===== src/rtl/uart_msg_reader_if.sv =====
// uart_msg_reader_if: command, block-memory read port and byte-stream signals of uart_msg_reader
interface uart_msg_reader_if #(
  parameter int AW = 5
);
  logic start;
  logic [AW-1:0] start_addr;
  logic [15:0] byte_count;
  logic busy;
  logic done;
  logic mem_read_en;
  logic [AW-1:0] mem_raddr;
  logic [31:0] mem_rdata;
  logic out_valid;
  logic out_ready;
  logic [7:0] out_data;
  modport master (
    output start, start_addr, byte_count, mem_rdata, out_ready,
    input busy, done, mem_read_en, mem_raddr, out_valid, out_data
  );
  modport slave (
    input start, start_addr, byte_count, mem_rdata, out_ready,
    output busy, done, mem_read_en, mem_raddr, out_valid, out_data
  );
endinterface


===== src/rtl/uart_msg_reader.sv =====
// uart_msg_reader: walks block-memory words and streams their bytes LSB first on valid/ready
// Define UART_MSG_READER_PREFETCH_EN to overlap the next word read with byte output.
module uart_msg_reader #(
  parameter int WORD_COUNT = 32,
  localparam int AW = $clog2(WORD_COUNT)
) (
  input logic clk,
  input logic rst_n,
  uart_msg_reader_if.slave bus
);
  typedef enum logic [2:0] {IDLE, FETCH, WAIT, SEND, FINISH} state_t;
`ifdef UART_MSG_READER_PREFETCH_EN
  localparam state_t WRAP_STATE = SEND;
  logic [31:0] r_hold;
  logic r_pf_data;
`else
  localparam state_t WRAP_STATE = FETCH;
`endif
  state_t r_state, w_next;
  logic [AW-1:0] r_addr, r_raddr, w_rd_addr;
  logic [15:0] r_remain;
  logic [1:0] r_idx;
  logic [31:0] r_word;
  logic r_rd_en, w_hs, w_last, w_wrap, w_issue;
  always_comb begin
    w_hs = r_state == SEND && bus.out_ready;
    w_last = r_remain == 16'd1;
    w_wrap = r_idx == 2'd3;
    w_rd_addr = r_state == IDLE ? bus.start_addr : r_addr;
    w_next = r_state;
    case (r_state)
      IDLE: w_next = !bus.start ? IDLE : bus.byte_count == 16'd0 ? FINISH : FETCH;
      FETCH: w_next = WAIT;
      WAIT: w_next = SEND;
      SEND: w_next = !w_hs ? SEND : w_last ? FINISH : w_wrap ? WRAP_STATE : SEND;
      default: w_next = IDLE;
    endcase
`ifdef UART_MSG_READER_PREFETCH_EN
    // read the following word on the first SEND cycle of each word that is not the last
    w_issue = w_next == FETCH || (r_state == WAIT && r_remain > 16'd4) ||
              (w_hs && w_wrap && r_remain > 16'd5);
`else
    w_issue = w_next == FETCH;
`endif
  end
  assign bus.busy = r_state inside {FETCH, WAIT, SEND};
  assign bus.done = r_state == FINISH;
  assign bus.out_valid = r_state == SEND;
  assign bus.out_data = r_state == SEND ? r_word[{r_idx, 3'b000} +: 8] : 8'd0;
  assign bus.mem_read_en = r_rd_en;
  assign bus.mem_raddr = r_raddr;
  always_ff @(posedge clk) r_state <= !rst_n ? IDLE : w_next;
  // r_addr always points at the next word still to be read
  always_ff @(posedge clk)
    if (!rst_n) begin
      r_addr <= '0;
      r_raddr <= '0;
      r_rd_en <= 1'b0;
      r_remain <= '0;
      r_idx <= '0;
      r_word <= '0;
    end else begin
      r_rd_en <= w_issue;
      if (w_issue) begin
        r_raddr <= w_rd_addr;
        r_addr <= w_rd_addr == AW'(WORD_COUNT - 1) ? '0 : w_rd_addr + AW'(1);
      end
      if (r_state == IDLE && bus.start) r_remain <= bus.byte_count;
      if (r_state == WAIT) begin
        r_word <= bus.mem_rdata;
        r_idx <= '0;
      end
      if (w_hs) begin
        r_remain <= r_remain - 16'd1;
        r_idx <= r_idx + 2'd1;
      end
`ifdef UART_MSG_READER_PREFETCH_EN
      if (w_hs && w_wrap) r_word <= r_hold;
`endif
    end
`ifdef UART_MSG_READER_PREFETCH_EN
  always_ff @(posedge clk)
    if (!rst_n) begin
      r_pf_data <= 1'b0;
      r_hold <= '0;
    end else begin
      r_pf_data <= r_rd_en && r_state == SEND;
      if (r_pf_data) r_hold <= bus.mem_rdata;
    end
`endif
endmodule


===== src/flat_wrapper.sv =====
// flat-port wrapper written by rule: the top's interface ports become plain ports
module uart_msg_reader_flat 
#(
  parameter int WORD_COUNT = 32,
  localparam int AW = $clog2(WORD_COUNT)
)
  (clk, rst_n, bus_start, bus_start_addr, bus_byte_count, bus_mem_rdata, bus_out_ready, bus_busy, bus_done, bus_mem_read_en, bus_mem_raddr, bus_out_valid, bus_out_data);
  uart_msg_reader_if #(.AW((5))) bus_i ();
  input logic clk;
  input logic rst_n;
  input wire logic [$bits(bus_i.start)-1:0] bus_start;
  input wire logic [$bits(bus_i.start_addr)-1:0] bus_start_addr;
  input wire logic [$bits(bus_i.byte_count)-1:0] bus_byte_count;
  input wire logic [$bits(bus_i.mem_rdata)-1:0] bus_mem_rdata;
  input wire logic [$bits(bus_i.out_ready)-1:0] bus_out_ready;
  output wire logic [$bits(bus_i.busy)-1:0] bus_busy;
  output wire logic [$bits(bus_i.done)-1:0] bus_done;
  output wire logic [$bits(bus_i.mem_read_en)-1:0] bus_mem_read_en;
  output wire logic [$bits(bus_i.mem_raddr)-1:0] bus_mem_raddr;
  output wire logic [$bits(bus_i.out_valid)-1:0] bus_out_valid;
  output wire logic [$bits(bus_i.out_data)-1:0] bus_out_data;
  assign bus_i.start = bus_start;
  assign bus_i.start_addr = bus_start_addr;
  assign bus_i.byte_count = bus_byte_count;
  assign bus_i.mem_rdata = bus_mem_rdata;
  assign bus_i.out_ready = bus_out_ready;
  assign bus_busy = bus_i.busy;
  assign bus_done = bus_i.done;
  assign bus_mem_read_en = bus_i.mem_read_en;
  assign bus_mem_raddr = bus_i.mem_raddr;
  assign bus_out_valid = bus_i.out_valid;
  assign bus_out_data = bus_i.out_data;
  uart_msg_reader #(.WORD_COUNT(WORD_COUNT)) u_core (.clk(clk), .rst_n(rst_n), .bus(bus_i));
endmodule

===== config.mk =====
export PLATFORM = sky130hd
export DESIGN_NAME = uart_msg_reader_flat
export DESIGN_NICKNAME = d
export VERILOG_FILES = /design/src/rtl/uart_msg_reader_if.sv /design/src/rtl/uart_msg_reader.sv /design/src/flat_wrapper.sv
export SDC_FILE = /design/constraint.sdc
export NUM_CORES = 1
export LEC_CHECK = 0
export ABC_AREA = 1
export CORE_AREA = 10 10 93 95
export DETAILED_ROUTE_END_ITERATION = 6
export DIE_AREA = 0 0 103 105
export PLACE_DENSITY = 0.86
export SLEW_MARGIN = 20
export SYNTH_ARGS = -nofsm -noshare
export SYNTH_HDL_FRONTEND = slang
export SYNTH_SLANG_ARGS = --single-unit
export TNS_END_PERCENT = 10

===== constraint.sdc =====
create_clock -name clk -period 2.1 [get_ports clk]
set_clock_uncertainty 0.15 [all_clocks]
set_input_delay 0.42 -clock clk [delete_from_list [all_inputs] [get_ports clk]]
set_output_delay 0.42 -clock clk [all_outputs]
set_load 0.02 [all_outputs]

==> impl_metrics.toml, run 1 <==
[status]
status = "complete, no violations"

[cts]
cts_tree = "built"
h-tree-depth = 3
clockRootBuffer = "clkbuf_8"
cts_made_buffers = 9
clk_latency_ns = 0.34
clk_pin_slew_ns = 0.07
cts.sink_count = 64
cts_buffer_depth = 2

[synthesis]
yosysWarnings = 0
yosysSeqAreaShare_pct = 38.9
synthCells = 480
synth.distinct_cells = 32
synth_top_cell_area_share_pct = 38.9
syn_nets = 542
synth_edf_count = 0
avgSynthCellArea_sq_um = 6.87
ys_ff_latch = 64
async_flop_share_pct = 0
yosysTopAreaCell = "dfxtp_1"
synth-main-ff-cell = "dfxtp_1"
ys_top_cells_by_area = "dfxtp_1, a21oi_1, o21ai_0"
synth_area_sq_mm = 0.00330

[grt]
grt_pass1_wl_mm = 16.2
overflow = 0
grt_max_degree = 67
grt_pass1_vias = 3582
antenna_found_initial = 0
grt_usage_pct = 18.0

[drt]
antenna_left = 0
drt_iter0_drc = 224
post_drt_wl_per_cell_um = 15.0
routed_wl_mm = 9.90
vias = 3637
dr.pass1.iters = 5
remaining_drc_errors = 0
vias_per_cell = 5.50

[die]
dieArea_sq_mm = 0.0108
fp.dieH_um = 105
rows = 30
initial_core_util_pct = 48.8
die_w_um = 103
io_pins = 74
core_area_sq_mm = 0.00676

[worst_hold_path]
hold_path_class = "reg2reg"
min_from = "u_core.r_word[1]$_SDFFE_PN0P_"
hold_depth = 2

[cells_and_area]
final_cells = 661
mostFrequentLayoutCell = "a21oi_1"
syn_to_final_growth_pct = 40.4
drive_above_1_share_pct = 13.8
nets = 638
antenna_cells = 0
layout_common_cells = "a21oi_1, inv_1, clkdlybuf4s50_1, dfxtp_1, nand2_1"

[sta]
tns_ns = 0
rsz0062_at_grt = "yes"
fmax_ghz = 0.486
setup_viol = 0
hold_viol_final = 0
tightest_slew_ns = 0.379
relSlewSlack_pct = 74.7
finalCriticalPeriod_ns = 2.06
finalCritPeriodShare_pct = 98.0
slew_violations = 0

[power_and_ir_drop]
powerDensity_mw_per_mm2 = 858
p_leak_nw = 1.94
vdd_ir_drop_max_mv = 0.496

[placed_design]
gp_congestion = 0.947
place_inst = 643
hpwlAfterDp_mm = 7.38
io_buffers = 73

[critical_path]
cp.required_ns = 1.53
worstRegToRegCells = 10
critPathKind = "reg2out"
arrival_ns = 1.49
endpoint_kind = "output pin"
crit_start = "u_core.r_idx[1]$_SDFFE_PN0P_"
crit_path_max_fanout = 6
cp-start-kind = "flip-flop"
rr_startpoint = "u_core.r_state[2]$_SDFF_PN0_"

[flow_run]
cap_violations = 0
timing repair:
item | in CTS | in global routing
setup buffers | 0 | 2
pin swaps | 0 | 1
hold buffers | 0 | 0
gates resized for setup | 29 | 21
endpoints found under the setup margin | 11 | 14
endpoints found under the hold margin | 0 | 0
area by class of cell:
| class | instances | area, sq um |
|---|---|---|
| multi-input combinational | 323 | 1660 |
| timing repair buffer | 109 | 1030 |
| tap | 80 | 100 |
| clock inverter | 7 | 168 |
| fill | 556 | 2130 |
| clock buffer | 9 | 124 |
| inverter | 69 | 264 |
| sequential | 64 | 1280 |
per-layer routing:
metal / wire (um) / vias to the layer above / global-route usage [%]
li1: - / 1781 / -
met1: 4130 / 1662 / 21.4
met2: 4600 / 168 / 29.0
met3: 918 / 26 / 5.67
met4: 246 / 0 / 7.75
met5: 0 / - / 0
flip-flops by register name, summed over array words and instances, names as in the netlist:
signal                  flops
u_core.r_word              32
u_core.r_remain            16
u_core.bus.mem_raddr        5
u_core.r_addr               5
u_core.r_state              3
u_core.r_idx                2
u_core.bus.mem_read_en      1
synth_stat cells, types with 3 or more instances:
cell,n
nand4_1,6
a31oi_1,5
nand3_1,27
nor2_1,48
nor3_1,4
inv_1,65
ha_1,5
a21oi_1,78
inv_2,3
nand2_1,61
buf_2,6
a211oi_1,3
nand3b_1,5
xor2_1,3
o21ai_0,59
clkbuf_1,15
o22ai_1,4
nand3_2,3
dfxtp_1,64
power breakdown:
part	internal [mW]	switching [mW]	leakage (nW)	total, mW
Clock	1.03	0.498	0.144	1.53
Sequential	1.36	0.0855	0.526	1.44
Combinational	0.442	0.555	1.27	0.998
Total	2.83	1.14	1.94	3.97
cell families (layout without fill, tap and decap cells):
logic type,Yosys count,in the layout,share of synthesized area (%)
AND/OR/NAND/NOR,161,161,22.9
AO/OA/AOI/OAI,154,154,24.4
buffers and inverters,93,194,11.2
flip-flops,64,64,38.9
adder cells (fa/ha/maj),5,5,1.90
XOR/XNOR,3,3,0.797
worst paths after layout:
check	to	slack (ns)
max	bus_out_data[6]	0.04
min	u_core.r_word[1]$_SDFFE_PN0P_	0.30
max reg2reg	u_core.r_remain[7]$_SDFFE_PN0P_	0.16
min reg2reg	u_core.r_word[1]$_SDFFE_PN0P_	0.30
metrics by stage:
step / util, % / hold slack, ns / setup slack, ns / power, mW / area (sq um)
2_1_floorplan: - / 0.270 / 0.180 / 2.04 / 3300
3_3_place_gp: 64.2 / 0.283 / -0.0485 / 2.39 / 4340
3_5_place_dp: 64.2 / 0.293 / -0.145 / 2.43 / 4340
4_1_cts: 68.3 / 0.303 / -0.0915 / 3.96 / 4610
5_1_grt: 68.5 / 0.323 / -0.0261 / 4.15 / 4630
6_report: 68.5 / 0.301 / 0.0419 / 3.97 / 4630
worst max-delay path: stages (launching register included):
cell and delay [ns]:
dfxtp_1 0.36, buf_4 0.17, a21oi_1 0.19, o21ai_0 0.12, a21oi_1 0.16, buf_4 0.16
Note: power is estimated with default switching activity, not from simulation.
==> inputs of run 2 (changes only) <==
- HOLD_SLACK_MARGIN: not set -> 0.1
==> results of run 2 <==
Final layout, timing and power as in run 1 (identical DEF).
==> inputs of run 3 (changes only) <==
- CORE_AREA: 10 10 93 95 -> 10 10 96 98
- DIE_AREA: 0 0 103 105 -> 0 0 106 108
- PLACE_DENSITY: 0.86 -> 0.85
- clock period: 2.1 -> 1.8 ns (I/O delays scaled with it)
==> run 3 against run 2 <==
  * The flow now finishes with violations (negative setup slack)
  * Total power is 11% higher
  * Largest power group is now registers
  * Combinational power increased by 46%
  * Count of clock-buffer cells in the layout increased by 4
  * Largest cell class unchanged
  * Sequential cell count did not move
  * Die area up 5.9%
  * Sequential power up 17%
  * Worst hold slack improved by 0.0089 ns
==> impl_metrics.toml, run 3 (synthesis results as in run 1) <==
[sta]
fin_ws_ns = -0.158
setup_viol = 26
finalCriticalPeriod_ns = 1.96
tightest_slew_ns = 0.471
rsz0062_at_grt = "yes"
fmax_ghz = 0.511
hold_viol_final = 0
worst_hold_slack_ns = 0.310
finalCritPeriodShare_pct = 109
relSlewSlack_pct = 68.5
slew_violations = 0

[critical_path]
cp.required_ns = 1.29
crit_start = "u_core.r_idx[0]$_SDFFE_PN0P_"
r2r_slack_ns = -0.12
crit_path_top_delay_cell = "dfxtp_4"
rr_startpoint = "u_core.r_state[1]$_SDFF_PN0_"
critPathKind = "reg2out"
arrival_ns = 1.45
path_buf_inv = 2
worstRegToRegCells = 13
slowest_delay_ns = 0.39
worst-path-stages = 5
cp-start-kind = "flip-flop"
rr_endpoint = "u_core.r_addr[2]$_SDFFE_PN0N_"
endpoint_kind = "output pin"
crit_end = "bus_out_data[7]"
crit_family = "compound AO/OA/AOI/OAI gates"
crit_chain = "buf_12, a21oi_2, o21ai_1, a21oi_1, buf_4"
crit_path_max_fanout = 5

[worst_hold_path]
hold_path_class = "reg2reg"

[placed_design]
gp_congestion = 0.900
hpwlAfterDp_mm = 7.33
dp_slack_ns = -0.410
place_inst = 697
io_buffers = 73

[cells_and_area]
utilization_pct = 70.4
mostFrequentLayoutCell = "buf_4"
syn_to_final_growth_pct = 59.1
ff_latch_area_sq_mm = 0.00129
drive_above_1_share_pct = 29.4
final_cells = 722
fillerInstances = 558
largest_registers = "u_core.r_word (32), u_core.r_remain (16)"
multi_input_area_sq_mm = 0.00202
regMostFlops = "u_core.r_word"
largest_reg_flops = 32
nets = 677
layout_common_cells = "buf_4, inv_1, dfxtp_1, a21oi_1, clkdlybuf4s50_1"
antenna_cells = 0

[die]
initial_core_util_pct = 44.3
io_pins = 74
dieArea_sq_mm = 0.0114
rows = 32
core_area_sq_mm = 0.00745
fp.dieH_um = 108
die_w_um = 106

[cts]
cts_buffer_depth = 2
clk_pin_slew_ns = 0.07
clockRootBuffer = "clkbuf_8"
cts_tree = "built"
clk_latency_ns = 0.34
cts.sink_count = 64
cts_made_buffers = 9
h-tree-depth = 3

[power_and_ir_drop]
vdd_ir_drop_max_mv = 0.513
power_mw = 4.42
powerDensity_mw_per_mm2 = 844
p_leak_nw = 2.18

[status]
status = "finished, violations left"
violations = "negative setup slack"

[drt]
drt_iter0_drc = 219
vias_per_cell = 5.45
vias = 3935
remaining_drc_errors = 0
dr.pass1.iters = 5
post_drt_wl_per_cell_um = 16.5
antenna_left = 0
routed_wl_mm = 11.9

[flow_run]
cap_violations = 0

[grt]
grt_pass1_vias = 3834
grt_usage_pct = 18.3
antenna_found_initial = 0
grt_max_degree = 68
grt_pass1_wl_mm = 17.5
overflow = 0
-- run 3: changes by cell type in the layout (fill, tap and decap cells not counted), moves of 6 or more --
cell / delta
o21ai_1: +20
buf_4: +34
buf_6: +9
a21oi_2: +14
nor2_1: -6
nand2_1: -12
nand2_2: +7
o21ai_0: -32
clkdlybuf4s50_1: -6
o21ai_2: +8
a21oi_1: -19
-- run 3: what timing repair did --
action / 4_1_cts / 5_1_grt
resized for setup: 127 / 71
pin swaps: 22 / 23
cloned: 1 / 3
hold buffers: 0 / 0
buffers inserted: 3 / 3
setup endpoints to repair: 41 / 40
-- run 3: worst min-delay path, stage by stage (launching register included) --
cell,delay [ns]
dfxtp_1,0.32
inv_1,0.05
a21oi_1,0.05
-- run 3: area by class of cell --
| cell class | instances | share of cell area, % |
|---|---|---|
| multi-input cells | 325 | 38.6 |
| repair buffers | 146 | 25.4 |
| flip-flops and latches | 64 | 24.7 |
| inverters | 69 | 5.13 |
| clock buffers | 13 | 3.03 |
| well taps | 102 | 2.43 |
| clock inverters | 3 | 0.764 |
-- run 3: how the worst min path moves through the flow --
stage	start	end	slack, ns	cells after the start
after floorplan	u_core.r_word[0]$_SDFFE_PN0P_	u_core.r_word[0]$_SDFFE_PN0P_	0.27	2
after global placement	u_core.r_word[2]$_SDFFE_PN0P_	u_core.r_word[2]$_SDFFE_PN0P_	0.28	2
after detailed placement	u_core.r_word[2]$_SDFFE_PN0P_	u_core.r_word[2]$_SDFFE_PN0P_	0.28	2
after CTS	u_core.r_word[7]$_SDFFE_PN0P_	u_core.r_word[7]$_SDFFE_PN0P_	0.30	2
after global routing	u_core.r_word[6]$_SDFFE_PN0P_	u_core.r_word[6]$_SDFFE_PN0P_	0.32	2
final	u_core.r_word[6]$_SDFFE_PN0P_	u_core.r_word[6]$_SDFFE_PN0P_	0.31	2
-- run 3: through the flow --
stage,TNS [ns],instance area [sq um]
after detailed placement,-9.16,4570
after global routing,-4.69,5240
after floorplan,-0.392,3310
after global placement,-7.64,4570
after CTS,-1.42,5010
final,-1.82,5240
-- run 3: layer usage --
layer | share of wire (%) | vias to the layer above | track usage (%) | routed length, um
li1 | - | 1877 | - | -
met1 | 38 | 1801 | 20.6 | 4540
met2 | 51 | 210 | 32.3 | 6080
met3 | 7.2 | 47 | 4.40 | 862
met4 | 3.5 | 0 | 8.41 | 416
met5 | 0 | - | 0 | 0
-- run 3: report_power, final --
| group | switching (mW) | internal [mW] |
|---|---|---|
| Clock | 0.559 | 0.713 |
| Sequential | 0.112 | 1.58 |
| Combinational | 0.810 | 0.648 |
